File: src/rtl/random_arbiter_pkg.sv
// Shared definitions for the random-word arbiter: FSM encoding, default sizes
// and the value substituted for an all-zero seed.
package random_arbiter_pkg;

    typedef enum logic [1:0] {
        IDLE   = 2'd0,
        LOAD   = 2'd1,
        WARMUP = 2'd2,
        SERVE  = 2'd3
    } state_t;

    localparam int DEF_WIDTH         = 8;
    localparam int DEF_REQUESTERS    = 4;
    localparam int DEF_WARMUP_CYCLES = 16;

    // All-zero is a fixed point of the linear CA, so a zero seed becomes this.
    localparam int ZERO_SEED_SUB = 1;

endpackage

File: src/rtl/RandomicLCA.sv
// Hybrid rule-90/150 linear cellular automaton with null boundaries.
// rst loads the seed synchronously; ce advances one generation.
module RandomicLCA #(
    parameter int               WIDTH   = 8,
    parameter logic [WIDTH-1:0] RULE150 = WIDTH'(1)
) (
    input  logic             clk,
    input  logic             rst,
    input  logic             ce,
    input  logic [WIDTH-1:0] seed,
    output logic [WIDTH-1:0] q
);

    logic [WIDTH+1:0] pad;
    logic [WIDTH-1:0] nxt;

    // pad[i] is the left neighbour of cell i, pad[i+2] the right one.
    assign pad = {1'b0, q, 1'b0};

    always_comb begin
        nxt = '0;
        for (int i = 0; i < WIDTH; i++) begin
            nxt[i] = pad[i] ^ pad[i+2] ^ (RULE150[i] & q[i]);
        end
    end

    always_ff @(posedge clk) begin
        if (rst)     q <= seed;
        else if (ce) q <= nxt;
    end

endmodule

File: src/rtl/rr_pick.sv
// Combinational round-robin picker: first set request at or above ptr,
// wrapping at N.
module rr_pick #(
    parameter  int N  = 4,
    localparam int PW = $clog2(N)
) (
    input  logic [N-1:0]  req,
    input  logic [PW-1:0] ptr,
    output logic [N-1:0]  onehot,
    output logic [PW-1:0] idx,
    output logic          any
);

    always_comb begin : pick
        logic [PW:0]   sum;
        logic [PW-1:0] j;
        onehot = '0;
        idx    = '0;
        any    = 1'b0;
        sum    = '0;
        j      = '0;
        for (int k = 0; k < N; k++) begin
            sum = {1'b0, ptr} + (PW+1)'(k);
            if (sum >= (PW+1)'(N)) sum = sum - (PW+1)'(N);
            j = sum[PW-1:0];
            if (!any && req[j]) begin
                any       = 1'b1;
                idx       = j;
                onehot[j] = 1'b1;
            end
        end
    end

endmodule

File: src/rtl/random_arbiter.sv
// Owns one RandomicLCA: seeds it, discards warm-up steps, then hands each
// round-robin winner a fresh LCA word.
module random_arbiter
    import random_arbiter_pkg::*;
#(
    parameter int WIDTH         = DEF_WIDTH,
    parameter int REQUESTERS    = DEF_REQUESTERS,
    parameter int WARMUP_CYCLES = DEF_WARMUP_CYCLES
) (
    input  logic                  clk,
    input  logic                  rst,
    input  logic                  seed_valid,
    input  logic [WIDTH-1:0]      seed,
    output logic                  ready,
    input  logic [REQUESTERS-1:0] req,
    output logic [REQUESTERS-1:0] gnt,
    output logic [WIDTH-1:0]      data,
    output logic                  valid
);

    localparam int PW = $clog2(REQUESTERS);
    localparam int CW = $clog2(WARMUP_CYCLES + 1);

    state_t                state, state_nxt;
    logic [WIDTH-1:0]      seed_q, lca_q;
    logic [PW-1:0]         rr_ptr, win_idx;
    logic [REQUESTERS-1:0] win_oh;
    logic                  win_any, grant, lca_rst, lca_ce;
    logic [CW-1:0]         warm_cnt;

    rr_pick #(.N(REQUESTERS)) u_pick (
        .req    (req),
        .ptr    (rr_ptr),
        .onehot (win_oh),
        .idx    (win_idx),
        .any    (win_any)
    );

    // A reseed strobe pre-empts arbitration in the same cycle.
    assign grant   = (state == SERVE) && !seed_valid && win_any;
    assign lca_rst = !rst || (state == LOAD);
    assign lca_ce  = (state == WARMUP) || grant;

    RandomicLCA #(.WIDTH(WIDTH)) u_lca (
        .clk  (clk),
        .rst  (lca_rst),
        .ce   (lca_ce),
        .seed (seed_q),
        .q    (lca_q)
    );

    always_comb begin
        state_nxt = state;
        if (seed_valid) begin
            state_nxt = LOAD;
        end else begin
            case (state)
                IDLE:    state_nxt = IDLE;
                LOAD:    state_nxt = WARMUP;
                WARMUP:  if (warm_cnt == CW'(WARMUP_CYCLES - 1)) state_nxt = SERVE;
                SERVE:   state_nxt = SERVE;
                default: state_nxt = IDLE;
            endcase
        end
    end

    always_ff @(posedge clk or negedge rst) begin
        if (!rst) state <= IDLE;
        else      state <= state_nxt;
    end

    always_ff @(posedge clk or negedge rst) begin
        if (!rst) begin
            seed_q   <= '0;
            warm_cnt <= '0;
            rr_ptr   <= '0;
            ready    <= 1'b0;
            gnt      <= '0;
            data     <= '0;
            valid    <= 1'b0;
        end else begin
            if (seed_valid)
                seed_q <= (seed == '0) ? WIDTH'(ZERO_SEED_SUB) : seed;
            if (state == LOAD)        warm_cnt <= '0;
            else if (state == WARMUP) warm_cnt <= warm_cnt + 1'b1;
            ready <= (state_nxt == SERVE);
            gnt   <= grant ? win_oh : '0;
            valid <= grant;
            if (grant) begin
                data   <= lca_q;
                rr_ptr <= (win_idx == PW'(REQUESTERS - 1)) ? '0 : win_idx + 1'b1;
            end
        end
    end

endmodule

File: config.mk
export PLATFORM = sky130hd
export DESIGN_NAME = random_arbiter
export DESIGN_NICKNAME = d
export VERILOG_FILES = /design/src/rtl/random_arbiter_pkg.sv /design/src/rtl/RandomicLCA.sv /design/src/rtl/rr_pick.sv /design/src/rtl/random_arbiter.sv
export SDC_FILE = /design/constraint.sdc
export NUM_CORES = 1
export LEC_CHECK = 0
export CAP_MARGIN = 20
export CELL_PAD_IN_SITES_DETAIL_PLACEMENT = 0
export CELL_PAD_IN_SITES_GLOBAL_PLACEMENT = 1
export CORE_MARGIN = 3
export CORE_UTILIZATION = 46
export CTS_CLUSTER_DIAMETER = 30
export DETAILED_ROUTE_END_ITERATION = 12
export MAX_ROUTING_LAYER = met4
export PLACE_DENSITY_LB_ADDON = 0.1
export SLEW_MARGIN = 15
export SYNTH_ARGS = -nofsm -noshare
export SYNTH_HDL_FRONTEND = slang
export SYNTH_SLANG_ARGS = --single-unit
export TNS_END_PERCENT = 5
File: constraint.sdc
create_clock -name clk -period 4.9 [get_ports clk]
set_input_delay 0.735 -clock clk [delete_from_list [all_inputs] [get_ports clk]]
set_output_delay 0.735 -clock clk [all_outputs]
set_load 0.03 [all_outputs]
==> metrics.log, run 1 <==
[metrics] final-layout fill cell count: 346
[metrics] Most used DFF post-synth: sky130_fd_sc_hd__dfrtp_1
[metrics] Syn Std Cell Area: 0.00209 sq mm
[metrics] Post-CTS Setup Repair Bufs: 0
[metrics] maximum vdd drop: 0.000220 V
[metrics] Die ar.: 0.00539 sq mm
[metrics] first-pass GRT wire length: 6.61 mm
[metrics] largest fanout of any net on the critical path: 16
[metrics] number of synthesized register bits: 39
[metrics] drt wl/cell: 13.8 um
[metrics] switching power of the nets: 0.445 mW
[metrics] antenna violations before repair: 0
[metrics] vias per cell: 5.27
[metrics] insertion delay of the later-clocked pin in the worst-skew pair: 0.29 ns
[metrics] distinct cell type count after synthesis: 39
[metrics] Arr. time, crit path: 3.11 ns
[metrics] final wirelength: 3.83 mm
[metrics] Residual DRC: 0
[metrics] final hold viol count: 0
[metrics] number of buffers on the longest clock path: 2
[metrics] Post-synth EDFFs: 8
[metrics] tightest hold margin: 0.473 ns
[metrics] Tightest Hold Check Type: reg -> reg
[metrics] Yosys Warn Count: 0
[metrics] endpoint kind of the worst setup timing path: register
[metrics] post-detailed-placement half-perimeter wirelength: 2.85 mm
[metrics] RSZ-0062 raised after global routing: no
[metrics] H-tree Lvls: 2
[metrics] register clock-pin slew on the reported worst setup and hold paths: 0.07 ns
[metrics] data required time of the worst path: 5.10 ns
[metrics] actual slew at the worst max-slew pin: 0.589 ns
[metrics] crit path time final: 2.91 ns
[metrics] outcome: complete, no violations
[metrics] Synth top cells by count: sky130_fd_sc_hd__nand2_1, sky130_fd_sc_hd__dfrtp_1, sky130_fd_sc_hd__ha_1, sky130_fd_sc_hd__o21ai_0
[metrics] synthesis-to-layout area growth: 19.9%
[metrics] classification of the worst setup path: reg -> reg
[metrics] switching portion of total power: 37.4%
[metrics] total of max-cap violations: 0
[metrics] final worst clock skew: 0.0137 ns
[metrics] routability congestion estimate from global placement: 0.836
[metrics] relative contribution of combinational cells to total power: 41.8%
[metrics] overall die width: 73.4 um
[metrics] sequential cell area in the final layout: 0.00102 sq mm
[metrics] largest net degree at the start of global routing: 33
[metrics] synthesized net count: 223
[metrics] CTS Hold Buffers Added: 0
[metrics] number of standard-cell rows in the floorplan: 23
[metrics] clock tree from TritonCTS: done
[metrics] post-synth top area share: 37.1%
[metrics] TritonRoute pass-1 iters: 4
[metrics] setup violators final: 0
[metrics] Port Buf Inserts: 28
[metrics] Post-Syn Instances: 194
[metrics] mean instance size in the synthesized netlist: 10.8 sq um
[metrics] Internal Pwr Total: 0.745 mW
[metrics] share of synthesized area occupied by flip-flops and latches: 48.6%
[metrics] total negative setup slack: 0 ns
[metrics] number of pins exceeding their max-slew limit in the final report: 0
[metrics] library cell occupying the most area in the post-synthesis netlist: sky130_fd_sc_hd__dfrtp_1
[metrics] sequential group share of total power: 41.1%
[metrics] fraction of layout instances using a drive strength above 1: 11.4%
[metrics] height of the die: 73.4 um
[metrics] Final #Nets: 256
[metrics] Leakage Power: 1.08 nW
[metrics] global-route total usage across every layer: 16.5%
[metrics] Top-Level Pins: 29
[metrics] Starting Density: 49.8%
[metrics] Iteration-0 DRC Markers: 77
[metrics] Overflow after GRT: 0
[metrics] Period Utilization, post-route: 59.4%
[metrics] library cell with the highest instance count after synthesis: sky130_fd_sc_hd__nand2_1
[metrics] cell chosen for the clock root: sky130_fd_sc_hd__clkbuf_8
[metrics] launching element type of the critical path: register
[metrics] fraction of registers with async set or reset after synthesis: 79.5%
[metrics] clock sinks: 39
[metrics] vias post-DR: 1466
[metrics] top cells by area, synth: sky130_fd_sc_hd__dfrtp_1, sky130_fd_sc_hd__edfxtp_1, sky130_fd_sc_hd__ha_1, sky130_fd_sc_hd__nand2_1, sky130_fd_sc_hd__mux2_2
[metrics] FMAX: 344 MHz
[metrics] number of gates given a new drive strength after cts: 0
[metrics] number of nets with antenna violations after detailed routing: 0
[metrics] areal power density over the cells: 474 mW/mm^2
[metrics] Clock Power Share: 17.1%
[metrics] area of the multi-input gates: 0.00102 sq mm
[metrics] Std-Cell Core Area: 0.00420 sq mm
[metrics] number of buffers created by CTS: 5
[metrics] Slew headroom: 60.7%
[metrics] antenna fix cells: 0
[metrics] number of global-route vias before repair: 1402
## per-stage QoR
stage | setup slack [ns] | instance area [sq um] | util, % | total power, mW | std cells
final | 1.99 | 2510 | 59.7 | 1.19 | 278
after global routing | 1.72 | 2510 | 59.7 | 1.28 | 278
after CTS | 2.00 | 2510 | 59.7 | 1.20 | 278
after detailed placement | 1.86 | 2430 | 57.7 | 0.994 | 270
after global placement | 1.94 | 2430 | 57.7 | 0.978 | 270
after floorplan | 2.46 | 2090 | - | 0.853 | 194
## power by group through the flow
stage	clock, mW	sequential, mW	combinational [mW]
2_1_floorplan	0	0.520	0.334
3_3_place_gp	0	0.490	0.488
3_5_place_dp	0	0.496	0.498
4_1_cts	0.211	0.490	0.500
5_1_grt	0.225	0.505	0.553
6_report	0.204	0.489	0.497
## layout by cell type (no fill, tap or decap), types with 2 or more instances in the layout
master and n:
sky130_fd_sc_hd__nand2b_1 4, sky130_fd_sc_hd__mux2_2 8, sky130_fd_sc_hd__clkinv_1 2, sky130_fd_sc_hd__clkbuf_8 5, sky130_fd_sc_hd__mux4_2 3, sky130_fd_sc_hd__o22ai_1 2, sky130_fd_sc_hd__nor3_1 2, sky130_fd_sc_hd__mux2i_1 3
sky130_fd_sc_hd__a22oi_1 8, sky130_fd_sc_hd__nor2_1 7, sky130_fd_sc_hd__ha_1 14, sky130_fd_sc_hd__nand3_1 2, sky130_fd_sc_hd__or2_2 4, sky130_fd_sc_hd__buf_4 2, sky130_fd_sc_hd__a21oi_1 8, sky130_fd_sc_hd__inv_1 8
sky130_fd_sc_hd__xnor2_1 7, sky130_fd_sc_hd__clkdlybuf4s50_1 28, sky130_fd_sc_hd__a211oi_1 3, sky130_fd_sc_hd__o21a_1 2, sky130_fd_sc_hd__nand2_1 38, sky130_fd_sc_hd__dfrtp_1 31, sky130_fd_sc_hd__o21ai_0 11, sky130_fd_sc_hd__edfxtp_1 8
sky130_fd_sc_hd__nand3b_1 2
## worst max-delay path, cell delays in order (launching register included)
cell	delay [ns]
sky130_fd_sc_hd__dfrtp_1	0.72
sky130_fd_sc_hd__inv_1	0.23
sky130_fd_sc_hd__ha_1	0.45
sky130_fd_sc_hd__mux4_2	0.63
sky130_fd_sc_hd__or2_1	0.26
sky130_fd_sc_hd__nor2_1	0.25
sky130_fd_sc_hd__a22oi_1	0.11
sky130_fd_sc_hd__a21oi_1	0.18
## worst paths after layout
| path | start | to | slack [ns] | cells after the start |
|---|---|---|---|---|
| setup / recovery | rr_ptr[0] | gnt[0] | 1.99 | 7 |
| hold / removal | data[0] | data[0] | 0.47 | 2 |
| setup reg to reg | rr_ptr[0] | gnt[0] | 1.99 | 7 |
| hold reg to reg | data[0] | data[0] | 0.47 | 2 |
| max in group asynchronous | rst | seed_q[2] | 3.76 | 2 |
| min in group asynchronous | rst | data[5] | 0.85 | 2 |
## cell families after synthesis
logic type,after synthesis,share of synthesized area (%)
AOI/OAI and AO/OA,39,12.0
xor gates and xnor gates,7,2.93
adders and majority gates,14,8.38
buffers and inverters,13,2.69
DFF,39,48.6
muxes,15,10.2
and+or+nand+nor,67,15.1
## area by class of cell
| class | count | area share, % |
|---|---|---|
| Clock buffer | 6 | 2.89 |
| Clock inverter | 2 | 0.349 |
| Inverter | 9 | 1.35 |
| Multi-Input combinational cell | 142 | 40.6 |
| Sequential cell | 39 | 40.5 |
| Tap cell | 50 | 2.50 |
| Timing Repair Buffer | 30 | 11.8 |
## metal layers
metal	track usage (%)	vias to the layer above	part of all wire, %
met5	-	-	0
met4	4.83	0	1.3
met3	4.92	4	4.6
met2	24.8	28	47
met1	21.6	685	48
li1	-	749	-
## state kept, by name (all words and copies together), names as in the netlist
signal / cells
data: 8
valid: 1
rr_ptr: 2
ready: 1
seed_q: 8
gnt: 4
u_lca.q: 8
state: 2
warm_cnt: 5
(Power assumes the default switching activity.)
==> run 2: changes to the inputs <==
--- a/config.mk
+++ b/config.mk
@@ -9,7 +9,7 @@
 export CELL_PAD_IN_SITES_DETAIL_PLACEMENT = 0
 export CELL_PAD_IN_SITES_GLOBAL_PLACEMENT = 1
 export CORE_MARGIN = 3
-export CORE_UTILIZATION = 46
+export CORE_UTILIZATION = 43
 export CTS_CLUSTER_DIAMETER = 30
 export DETAILED_ROUTE_END_ITERATION = 12
 export MAX_ROUTING_LAYER = met4
==> constraint.sdc (replaced) <==
create_clock -name clk -period 3 [get_ports clk]
set_input_delay 0.45 -clock clk [delete_from_list [all_inputs] [get_ports clk]]
set_output_delay 0.45 -clock clk [all_outputs]
set_load 0.03 [all_outputs]
==> run 2 against run 1 <==
Against the previous run:
- clock skew shrank 0.0078 ns
- via count up 1.4%
- design area is 2.9% higher
- critical endpoint is now gnt[2]
==> metrics.log, run 2 (synthesis results as in run 1) <==
[metrics] CP cell instances: inv_1 -> ha_1 -> mux4_2 -> or2_1 -> nor2_1 -> a22oi_1 -> a21oi_1
[metrics] synthesis-to-layout area growth: 23.4%
[metrics] setup slack of the worst register-to-register path: 0.34 ns
[metrics] met1 Usage GRT: 22.6%
[metrics] Critical R2R Launch: rr_ptr[1]
[metrics] Tightest Hold Check Type: reg -> reg
[metrics] Iteration-0 DRC Markers: 74
[metrics] final-layout fill cell count: 411
[metrics] drt wl/cell: 13.0 um
[metrics] global-route total usage across every layer: 15.5%
[metrics] met2 capacity usage during global routing: 21.7%
[metrics] overall die width: 75.7 um
[metrics] number of gates given a new drive strength after cts: 0
[metrics] number of buffers on the longest clock path: 2
[metrics] cell count along the critical path: 7
[metrics] number of buffers created by CTS: 5
[metrics] Std-Cell Core Area: 0.00453 sq mm
[metrics] number of global-route vias before repair: 1409
[metrics] number of buffer and inverter stages on the critical path: 1
[metrics] total of max-cap violations: 0
[metrics] Port Buf Inserts: 28
[metrics] clock sinks: 39
[metrics] highest-count cells in the layout ignoring fill and taps: sky130_fd_sc_hd__nand2_1, sky130_fd_sc_hd__dfrtp_1, sky130_fd_sc_hd__clkdlybuf4s50_1, sky130_fd_sc_hd__ha_1, sky130_fd_sc_hd__o21ai_0
[metrics] H-tree Lvls: 2
[metrics] height of the die: 75.7 um
[metrics] first-pass GRT wire length: 6.63 mm
[metrics] fraction of layout instances using a drive strength above 1: 13.4%
[metrics] sequential group share of total power: 37.1%
[metrics] launching element type of the critical path: register
[metrics] total negative setup slack: 0 ns
[metrics] Cell Count Post-Placement: 288
[metrics] switching portion of total power: 36.0%
[metrics] Critical Path Source: rr_ptr[1]
[metrics] Arr. time, crit path: 2.87 ns
[metrics] Final #Nets: 259
[metrics] FMAX: 376 MHz
[metrics] Top Family by Delay on Critical Path: multiplexers
[metrics] largest fanout of any net on the critical path: 10
[metrics] crit path time final: 2.66 ns
[metrics] vias per cell: 5.02
[metrics] most common cell after layout, fill and taps aside: sky130_fd_sc_hd__nand2_1
[metrics] Internal Pwr Total: 1.32 mW
[metrics] final std cells w/o fill: 296
[metrics] insertion delay of the later-clocked pin in the worst-skew pair: 0.29 ns
[metrics] Overflow after GRT: 0
[metrics] Die ar.: 0.00574 sq mm
[metrics] outcome: complete, no violations
[metrics] cell chosen for the clock root: sky130_fd_sc_hd__clkbuf_8
[metrics] final hold viol count: 0
[metrics] worst reg2reg endpoint: gnt[2]
[metrics] Post-CTS Setup Repair Bufs: 0
[metrics] sequential cell area in the final layout: 0.00102 sq mm
[metrics] routability congestion estimate from global placement: 0.825
[metrics] areal power density over the cells: 797 mW/mm^2
[metrics] RSZ-0062 raised after global routing: no
[metrics] antenna fix cells: 0
[metrics] final worst clock skew: 0.00591 ns
[metrics] classification of the worst setup path: reg -> reg
[metrics] Slew headroom: 73.4%
[metrics] final wirelength: 3.84 mm
[metrics] GR Layer Usage met3: 2.77%
[metrics] TritonRoute pass-1 iters: 7
[metrics] Top-Level Pins: 29
[metrics] most utilized layer in the global route result: met1
[metrics] Leakage Power: 1.11 nW
[metrics] cell at the slowest stage of the critical path: sky130_fd_sc_hd__mux4_2
[metrics] switching power of the nets: 0.740 mW
[metrics] number of pins exceeding their max-slew limit in the final report: 0
[metrics] Clock Power Share: 21.1%
[metrics] vias post-DR: 1487
[metrics] clock tree from TritonCTS: done
[metrics] register clock-pin slew on the reported worst setup and hold paths: 0.07 ns
[metrics] largest net degree at the start of global routing: 32
[metrics] antenna violations before repair: 0
[metrics] Period Utilization, post-route: 88.6%
[metrics] endpoint kind of the worst setup timing path: register
[metrics] CTS Hold Buffers Added: 0
[metrics] end point of the critical path: gnt[2]
[metrics] relative contribution of combinational cells to total power: 41.8%
[metrics] r2r worst-path depth: 7
[metrics] data required time of the worst path: 3.21 ns
[metrics] actual slew at the worst max-slew pin: 0.397 ns
[metrics] number of standard-cell rows in the floorplan: 24
[metrics] Residual DRC: 0
[metrics] number of nets with antenna violations after detailed routing: 0
[metrics] maximum vdd drop: 0.000301 V
[metrics] area of the multi-input gates: 0.00102 sq mm
[metrics] setup violators final: 0
[metrics] longest individual stage delay on the worst path: 0.63 ns
[metrics] post-detailed-placement half-perimeter wirelength: 2.94 mm
[metrics] registers with the highest flip-flop counts: data (8), seed_q (8), u_lca.q (8)
[metrics] Starting Density: 46.1%
run 2: worst register-to-register path, stage by stage (launching register included):
cell	delay, ns
sky130_fd_sc_hd__dfrtp_1	0.56
sky130_fd_sc_hd__inv_1	0.16
sky130_fd_sc_hd__ha_1	0.41
sky130_fd_sc_hd__mux4_2	0.63
sky130_fd_sc_hd__or2_1	0.26
sky130_fd_sc_hd__nor2_1	0.27
sky130_fd_sc_hd__a22oi_1	0.13
sky130_fd_sc_hd__a21oi_1	0.17
run 2: final cells by class:
cell class                      instances  share of cell area (%)
Sequential cell                        39                    39.4
Clock inverter                          3                    1.70
Tap cell                               65                    3.15
Multi-Input combinational cell        142                    39.5
Timing Repair Buffer                   33                    12.3
Clock buffer                            5                    2.67
Inverter                                9                    1.31
run 2: worst min-delay path by stage:
stage               to  cells after the start  slack [ns]  startpoint
6_report       data[2]                      2        0.47     data[2]
5_1_grt        data[6]                      2        0.51     data[6]
4_1_cts        data[2]                      2        0.48     data[2]
3_5_place_dp   data[3]                      2        0.46     data[3]
3_3_place_gp   data[3]                      2        0.46     data[3]
2_1_floorplan  data[0]                      0        0.15         rst
run 2: per-stage QoR:
stage | cell area [sq um] | hold slack [ns] | worst slack, ns | util, % | total power [mW]
6_report | 2580 | 0.474 | 0.343 | 56.9 | 2.06
5_1_grt | 2580 | 0.508 | 0.140 | 56.9 | 2.22
4_1_cts | 2580 | 0.483 | 0.339 | 56.9 | 2.08
3_5_place_dp | 2470 | 0.463 | 0.355 | 54.4 | 1.64
3_3_place_gp | 2470 | 0.461 | 0.451 | 54.4 | 1.61
2_1_floorplan | 2090 | 0.154 | 0.560 | - | 1.39
run 2: power by group through the flow:
| stage | clock [mW] | combinational, mW | sequential, mW |
|---|---|---|---|
| 2_1_floorplan | 0 | 0.545 | 0.849 |
| 3_3_place_gp | 0 | 0.839 | 0.768 |
| 3_5_place_dp | 0 | 0.861 | 0.776 |
| 4_1_cts | 0.445 | 0.866 | 0.765 |
| 5_1_grt | 0.474 | 0.967 | 0.783 |
| 6_report | 0.433 | 0.860 | 0.763 |
run 2: metal layers:
layer / vias up / part of all wire, %
li1: 752 / -
met1: 692 / 50
met2: 36 / 45
met3: 7 / 3.8
met4: 0 / 1.2
met5: - / 0
==> run 3: changes to the inputs <==
--- a/config.mk
+++ b/config.mk
@@ -5,7 +5,7 @@
 export SDC_FILE = /design/constraint.sdc
 export NUM_CORES = 1
 export LEC_CHECK = 0
-export CAP_MARGIN = 20
+export CAP_MARGIN = 25
 export CELL_PAD_IN_SITES_DETAIL_PLACEMENT = 0
 export CELL_PAD_IN_SITES_GLOBAL_PLACEMENT = 1
 export CORE_MARGIN = 3
@@ -14,6 +14,7 @@
 export DETAILED_ROUTE_END_ITERATION = 12
 export MAX_ROUTING_LAYER = met4
 export PLACE_DENSITY_LB_ADDON = 0.1
+export SKIP_CTS_REPAIR_TIMING = 1
 export SLEW_MARGIN = 15
 export SYNTH_ARGS = -nofsm -noshare
 export SYNTH_HDL_FRONTEND = slang
==> results of run 3 <==
No change in the layout: final DEF, timing and power equal those of run 2.
